**config.mk**
```make
export PLATFORM = sky130hd
export DESIGN_NAME = hk_spi_host
export DESIGN_NICKNAME = d
export VERILOG_FILES = /design/src/rtl/hk_spi_pkg.sv /design/src/rtl/hk_spi_shifter.sv /design/src/rtl/hk_spi_host.sv
export SDC_FILE = /design/constraint.sdc
export NUM_CORES = 1
export LEC_CHECK = 0
export CORE_ASPECT_RATIO = 2
export CORE_MARGIN = 4
export CORE_UTILIZATION = 49
export DETAILED_ROUTE_END_ITERATION = 8
export GPL_TIMING_DRIVEN = 0
export HOLD_SLACK_MARGIN = 0.03
export PLACE_DENSITY = 0.76
export SYNTH_ARGS = -nofsm -noshare
export SYNTH_HDL_FRONTEND = slang
export SYNTH_SLANG_ARGS = --single-unit
```
**constraint.sdc**
```tcl
create_clock -name clk -period 2.56 [get_ports clk]
set_input_delay 0.256 -clock clk [delete_from_list [all_inputs] [get_ports clk]]
set_output_delay 0.256 -clock clk [all_outputs]
set_load 0.01 [all_outputs]
```
**src/rtl/hk_spi_pkg.sv**
```systemverilog
// Shared definitions for the housekeeping SPI host.
// Holds the command opcodes the housekeeping slave understands, the
// smallest legal SCK half-period and the host FSM state encoding.
package hk_spi_pkg;

  localparam logic [7:0] HK_CMD_WRITE_STREAM = 8'h80;
  localparam logic [7:0] HK_CMD_READ_STREAM  = 8'h40;

  // Below this the 2-flop sdi synchroniser cannot settle before sampling.
  localparam int MIN_CLK_DIV = 4;

  typedef enum logic [2:0] {
    IDLE,
    SETUP,
    CMD,
    ADDR,
    WAIT_WR,
    DATA,
    HOLD,
    GAP
  } hk_state_e;

endpackage

```
**src/rtl/hk_spi_shifter.sv**
```systemverilog
// Bit engine for the housekeeping SPI host (SPI mode 0, MSB first).
// Owns the SCK divider, the 8-bit shift register, the bit counter and the
// sdi synchroniser.
//   clk, RST   : system clock, synchronous active-low reset
//   load       : capture byte_in and restart the bit timing with sck low
//   byte_in    : byte to transmit
//   go         : run the divider; when low, sck is parked at 0
//   sdi        : serial data from the slave (asynchronous)
//   sck        : serial clock
//   sdo_bit    : current transmit bit (shift register MSB)
//   byte_done  : high during the last clk of the 8th SCK-high phase
//   byte_out   : received byte, complete while byte_done is high
module hk_spi_shifter #(
  parameter int CLK_DIV = 4
) (
  input  logic       clk,
  input  logic       RST,
  input  logic       load,
  input  logic [7:0] byte_in,
  input  logic       go,
  input  logic       sdi,
  output logic       sck,
  output logic       sdo_bit,
  output logic       byte_done,
  output logic [7:0] byte_out
);

  localparam logic [7:0] DIV_LAST = 8'(CLK_DIV - 1);

  logic [7:0] div_cnt;
  logic [2:0] bit_cnt;
  logic [7:0] shreg;
  logic [1:0] sdi_sync;
  logic       phase_end;

  assign phase_end = go && (div_cnt == DIV_LAST);
  assign byte_done = phase_end && sck && (bit_cnt == 3'd7);
  // The synchronised bit joins the byte on the last clk of the high phase.
  assign byte_out  = {shreg[6:0], sdi_sync[1]};
  assign sdo_bit   = shreg[7];

  // NOTE: state registers use non-blocking assignments so every flop in
  // the design samples pre-edge values, independent of block ordering.
  always_ff @(posedge clk) begin
    if (!RST) begin
      div_cnt  <= '0;
      bit_cnt  <= '0;
      shreg    <= '0;
      sdi_sync <= '0;
      sck      <= 1'b0;
    end else begin
      sdi_sync <= {sdi_sync[0], sdi};
      if (load) begin
        shreg   <= byte_in;
        div_cnt <= '0;
        bit_cnt <= '0;
        sck     <= 1'b0;
      end else if (!go) begin
        div_cnt <= '0;
        sck     <= 1'b0;
      end else if (phase_end) begin
        div_cnt <= '0;
        sck     <= ~sck;
        // Falling edge: shift so the next transmit bit appears on sdo at
        // the start of the low phase, together with the captured bit.
        if (sck) begin
          shreg   <= byte_out;
          bit_cnt <= bit_cnt + 3'd1;
        end
      end else begin
        div_cnt <= div_cnt + 8'd1;
      end
    end
  end

endmodule

```
**src/rtl/hk_spi_host.sv**
```systemverilog
// Hardware SPI host for the housekeeping SPI slave in mgmt_soc_hk.
// Issues a streaming read (0x40) or write (0x80) command, the start address
// and len data bytes, with byte handshakes on the local side.
//   clk, RST            : system clock, synchronous active-low reset
//   start, cmd_write    : request a transaction (sampled only in IDLE)
//   addr, len           : register start address, data byte count (1..255)
//   wr_data/valid/ready : write byte stream; wr_ready pulses on consumption
//   rd_data/rd_valid    : received byte, rd_valid pulses when new
//   busy, done          : transaction in progress, end-of-transaction pulse
//   sck, csb, sdo, sdi  : SPI pins towards the housekeeping slave
module hk_spi_host
  import hk_spi_pkg::*;
#(
  parameter int CLK_DIV = 4
) (
  input  logic       clk,
  input  logic       RST,
  input  logic       start,
  input  logic       cmd_write,
  input  logic [7:0] addr,
  input  logic [7:0] len,
  input  logic [7:0] wr_data,
  input  logic       wr_valid,
  output logic       wr_ready,
  output logic [7:0] rd_data,
  output logic       rd_valid,
  output logic       busy,
  output logic       done,
  output logic       sck,
  output logic       csb,
  output logic       sdo,
  input  logic       sdi
);

  localparam logic [7:0] WAIT_LAST = 8'(CLK_DIV - 1);

  hk_state_e  state, state_next;
  logic       write_q;
  logic [7:0] addr_q;
  logic [7:0] remain_q;
  logic [7:0] wait_cnt;
  logic       wait_last;
  logic       accept;

  logic       load, go, byte_done, sdo_bit;
  logic [7:0] byte_in, byte_out;

  hk_spi_shifter #(.CLK_DIV(CLK_DIV)) u_shifter (
    .clk       (clk),
    .RST       (RST),
    .load      (load),
    .byte_in   (byte_in),
    .go        (go),
    .sdi       (sdi),
    .sck       (sck),
    .sdo_bit   (sdo_bit),
    .byte_done (byte_done),
    .byte_out  (byte_out)
  );

  assign accept    = (state == IDLE) && start && (len != 8'd0);
  assign wait_last = (wait_cnt == WAIT_LAST);
  assign busy      = (state != IDLE);
  assign csb       = (state == IDLE) || (state == GAP);
  // Read data phases and all idle states drive a quiet 0 on sdo.
  assign sdo       = sdo_bit && ((state == CMD) || (state == ADDR) ||
                                 ((state == DATA) && write_q));

  // NOTE: every signal written here gets a default first, so no path
  // through the case statement can leave one unassigned and infer a latch.
  always_comb begin
    state_next = state;
    load       = 1'b0;
    byte_in    = '0;
    go         = 1'b0;
    wr_ready   = 1'b0;
    done       = 1'b0;
    unique case (state)
      IDLE:    if (accept) state_next = SETUP;
      SETUP: begin
        if (wait_last) begin
          load       = 1'b1;
          byte_in    = write_q ? HK_CMD_WRITE_STREAM : HK_CMD_READ_STREAM;
          state_next = CMD;
        end
      end
      CMD: begin
        go = 1'b1;
        if (byte_done) begin
          load       = 1'b1;
          byte_in    = addr_q;
          state_next = ADDR;
        end
      end
      ADDR: begin
        go = 1'b1;
        if (byte_done) begin
          if (write_q) begin
            state_next = WAIT_WR;
          end else begin
            load       = 1'b1;
            state_next = DATA;
          end
        end
      end
      WAIT_WR: begin
        if (wr_valid) begin
          wr_ready   = 1'b1;
          load       = 1'b1;
          byte_in    = wr_data;
          state_next = DATA;
        end
      end
      DATA: begin
        go = 1'b1;
        if (byte_done) begin
          if (remain_q == 8'd1) state_next = HOLD;
          else if (write_q)     state_next = WAIT_WR;
          else                  load       = 1'b1;
        end
      end
      HOLD:    if (wait_last) state_next = GAP;
      GAP: begin
        if (wait_last) begin
          done       = 1'b1;
          state_next = IDLE;
        end
      end
      default: state_next = IDLE;
    endcase
  end

  always_ff @(posedge clk) begin
    if (!RST) begin
      state    <= IDLE;
      write_q  <= 1'b0;
      addr_q   <= '0;
      remain_q <= '0;
      wait_cnt <= '0;
      rd_valid <= 1'b0;
      rd_data  <= '0;
    end else begin
      state    <= state_next;
      rd_valid <= 1'b0;
      if (accept) begin
        write_q  <= cmd_write;
        addr_q   <= addr;
        remain_q <= len;
      end
      // wait_cnt times the SETUP/HOLD/GAP phases and restarts on each change.
      if (state != state_next) begin
        wait_cnt <= '0;
      end else if ((state == SETUP) || (state == HOLD) || (state == GAP)) begin
        wait_cnt <= wait_cnt + 8'd1;
      end
      if ((state == DATA) && byte_done) begin
        remain_q <= remain_q - 8'd1;
        if (!write_q) begin
          rd_valid <= 1'b1;
          rd_data  <= byte_out;
        end
      end
    end
  end

endmodule

```
==> flow_summary.rst <==
.. list-table::
   :header-rows: 1

   * - Metric
     - Value
   * - Library cell used as clock root buffer
     - sky130_fd_sc_hd__clkbuf_16
   * - Max Buffers Root-to-Sink
     - 2
   * - Post-detailed-routing wire length
     - 7730 um
   * - Remaining design rule violation count
     - 0
   * - Initial core utilization
     - 50.8%
   * - Launch point of the critical path
     - wait_cnt[0]$_SDFFE_PP0P_
   * - CP Capture Type
     - flip-flop
   * - Wire length per cell after detailed routing
     - 15.5 um
   * - Number of fill cells in the layout
     - 505
   * - Peak supply drop
     - 427 uV
   * - Sequential group share of total power
     - 39.6%
   * - Number of library cell types mapped by synthesis
     - 56
   * - Combinational Power Share
     - 8.4%
   * - Placed instance area
     - 3610 sq um
   * - CTS sink cnt
     - 59
   * - FF/Latch Area
     - 1190 sq um
   * - Main area contributors after synthesis
     - sky130_fd_sc_hd__dfxtp_1 38%, sky130_fd_sc_hd__mux2i_1 9.1%, sky130_fd_sc_hd__nand2_1 4.8%
   * - First-iteration detailed-routing DRC count
     - 143
   * - Detailed placement HPWL
     - 5600 um
   * - Number of enable flip-flop cells after synthesis
     - 0
   * - Detailed-routed wire length on met2
     - 4190 um
   * - Count of H-tree levels built during CTS
     - 3
   * - Headroom to the max-slew limit
     - 52.6%
   * - Switching power share of the total
     - 21.2%
   * - Critical register-to-register path startpoint
     - wait_cnt[0]$_SDFFE_PP0P_
   * - Most frequent cells in the layout
     - 56 x sky130_fd_sc_hd__dfxtp_1, 42 x sky130_fd_sc_hd__clkdlybuf4s50_1, 39 x sky130_fd_sc_hd__nand2_1
   * - Adder-Cell Fraction of Synth Area
     - 2.44%
   * - Path type of the worst min-delay path
     - in2reg
   * - Hold path startpoint
     - RST
   * - Element type at the critical path start
     - flip-flop
   * - Unrepaired setup endpoints after global routing
     - false
   * - I/O pin cnt
     - 45
   * - Max-cap viol count
     - 0
   * - Tcrit/Tclk final
     - 95.3%
   * - Fmax
     - 0.410 GHz
   * - Synthesis-to-layout area growth
     - 30.3%
   * - Complex-gate fraction of the synthesized area
     - 17.4%
   * - Cell Rows
     - 40
   * - Maximum fanout along the worst path
     - 5
   * - Final Wtd Congestion
     - 0.888
   * - Relative contribution of the clock network to total power
     - 52.0%
   * - Post-route cell area
     - 4010 sq um
   * - Fraction of the mapped netlist area in simple logic gates
     - 23.9%
   * - Reg2Reg Setup Slack
     - 120 ps
   * - Worst Path Required
     - 2820 ps
   * - Number of search-and-repair iterations in the first detailed-routing pass
     - 4
   * - Core Box Area
     - 6060 sq um
   * - Cell leakage power
     - 0.00151 uW
   * - Number of nets in the layout
     - 448
   * - Vias in the first global route
     - 2840
   * - Most used flip-flop cell after synthesis
     - sky130_fd_sc_hd__dfxtp_1
   * - Number of failing setup endpoints in the final timing report
     - 0
   * - Number of cells produced by synthesis
     - 354
   * - Detail Route met3 WL
     - 352 um
   * - Area fraction of the dominant cell type after synthesis
     - 38.4%
   * - Worst hold slack
     - 300 ps
   * - Chip width
     - 64.0 um
   * - Yosys synthesis warning count
     - 0
   * - Setup tns final
     - 0 ps
   * - Max Slew Vio Count
     - 0
   * - Total power divided by cell area
     - 607 nW/um^2
   * - Total area of multi-input combinational cells
     - 1830 sq um
   * - Number of clock buffers inserted by TritonCTS
     - 9
   * - Hold-fix buffer count after cts
     - 0
   * - First-pass GRT wire length
     - 12700 um
   * - Total via count after detailed routing
     - 2824
   * - Full die area
     - 7690 sq um
   * - Total of buffers placed on input and output ports
     - 43
   * - FFs w/ async S/R, synth
     - 0%
   * - Highest routed metal layer
     - met4
   * - Number of register bits inferred by synthesis
     - 59
   * - Outcome
     - complete, no violations
   * - Vias/cell
     - 5.65
   * - Portion of the post-synthesis area used by sequential elements
     - 38.4%
   * - Most common cell after layout, fill and taps aside
     - sky130_fd_sc_hd__dfxtp_1
   * - Inserted Diodes
     - 0
   * - Post-route ant nets
     - 0
   * - Tightest Pin Transition
     - 711 ps
   * - Overflow left after global routing
     - 0
   * - Routed metal-1 wire length
     - 2940 um
   * - Cell type with the highest aggregate area in the netlist
     - sky130_fd_sc_hd__dfxtp_1
   * - Share of the core filled with cells in the final layout
     - 66.2%
   * - XOR/XNOR Fraction of Synth Area
     - 4.55%
   * - Antenna violations before repair
     - 0
   * - Post-synthesis net count
     - 390
   * - CTS tree
     - built
   * - Clock latency reported for the late side of the worst-skew pair
     - 330 ps
   * - Portion of netlist area occupied by mux cells
     - 9.47%
   * - Data arrival time of the worst path
     - 2700 ps
   * - Hold violation count in the final report
     - 0
   * - Cell internal pwr
     - 1920 uW
   * - Die Ht
     - 120 um
   * - Final worst path period need
     - 2440 ps
   * - Pin count of the biggest net entering global routing
     - 11
   * - Post-Route Skew
     - 6.09 ps
   * - Switching power summed over all nets
     - 518 uW
   * - Start-to-end type of the worst setup path
     - reg2reg
   * - Clock transition time at the flip-flop clock pins of the worst setup and hold paths
     - 50 ps
   * - Ratio of cells with drive above 1 in the final layout
     - 11.1%
   * - Combined global-route utilization of all metal layers
     - 21.1%
   * - Post-synthesis instance area
     - 3080 sq um
   * - Main combinational cell family by area after synthesis
     - simple AND/OR/NAND/NOR gates
   * - Avg Cell Area, Syn
     - 8.69 sq um
[power by group through the flow]
stage               logic, uW  clock network (uW)  registers (uW)
global route              223                1330             968
CTS                       202                1280             965
floorplan                 126                   0             974
detailed placement        205                   0             979
finish                    204                1270             966
global placement          202                   0             978
[registers in the layout, summed over array words and instances, names as in the netlist]
register,flops
u_shifter.bit_cnt,3
u_shifter.sdi_sync,2
addr_q,8
rd_valid,1
state,3
remain_q,8
u_shifter.sck,1
wait_cnt,8
write_q,1
u_shifter.div_cnt,8
rd_data,8
u_shifter.shreg,8
[worst paths after layout]
path	endpoint	cells after the start
max	wait_cnt[2]$_SDFFE_PP0P_	7
min	u_shifter.sdi_sync[0]$_SDFF_PN0_	2
max reg2reg	wait_cnt[2]$_SDFFE_PP0P_	7
min reg2reg	u_shifter.sdi_sync[1]$_SDFF_PN0_	1
[cell usage after synthesis, drive strengths merged, types with 2 or more instances]
cell and number:
nor2b 5, o22ai 7, o2111ai 5, mux2i 28, dfxtp 59, or3 3
nor2 31, or4b 2, a21oi 22, nand3 9, a22oi 7, or3b 3
nor3 15, ha 6, a211oi 2, buf 7, and2 5, or2 3
nor4 7, o21ai 14, xor2 8, o211ai 10, xnor2 8, a32oi 2
clkbuf 10, nand4 3, inv 9, o31ai 2, nor4b 2, nand2 39
and3 3, nor3b 3
[metrics by stage]
| stage | cells | worst slack, ps | total power (uW) |
|---|---|---|---|
| after global routing | 500 | 20.4 | 2520 |
| after detailed placement | 481 | -92.2 | 1180 |
| after global placement | 481 | -99.4 | 1180 |
| final | 500 | 119 | 2440 |
| after CTS | 497 | 0.121 | 2450 |
| after floorplan | 354 | 145 | 1100 |
[cells by family after synthesis]
| logic type | count (synthesis) |
|---|---|
| flip-flops | 59 |
| multiplexers | 29 |
| AO/OA/AOI/OAI | 80 |
| buffers and inverters | 26 |
| AND/OR/NAND/NOR | 138 |
| XOR/XNOR | 16 |
| adder cells (fa/ha/maj) | 6 |
[cell type report]
type | instances | area share (%)
Clock inverter | 2 | 1.50
Multi-Input combinational cell | 269 | 45.5
Timing Repair Buffer | 48 | 11.6
Tap cell | 84 | 2.62
Buffer | 16 | 2.03
Inverter | 9 | 0.842
Clock buffer | 13 | 6.24
Sequential cell | 59 | 29.7
[what timing repair did]
action | CTS | global route
cloned | 0 | 1
pin swaps | 1 | 2
setup endpoints to repair | 32 | 41
gates resized for setup | 9 | 6
setup buffers | 2 | 2
endpoints found under the hold margin | 0 | 0
[worst max-delay path, stage by stage (launching register included)]
cell and delay [ps]:
sky130_fd_sc_hd__dfxtp_4 380, sky130_fd_sc_hd__ha_4 160, sky130_fd_sc_hd__or4b_4 500, sky130_fd_sc_hd__or2_4 290, sky130_fd_sc_hd__a311o_1 350, sky130_fd_sc_hd__a2111oi_4 240
sky130_fd_sc_hd__buf_2 260, sky130_fd_sc_hd__mux2i_1 200
[per-layer routing]
| layer | GRT usage, % | vias up |
|---|---|---|
| met5 | 0 | - |
| met4 | 11.9 | 0 |
| met3 | 5.81 | 22 |
| met2 | 38.2 | 64 |
| met1 | 20.8 | 1332 |
| li1 | - | 1406 |
Power figures use the tool's default switching activity.
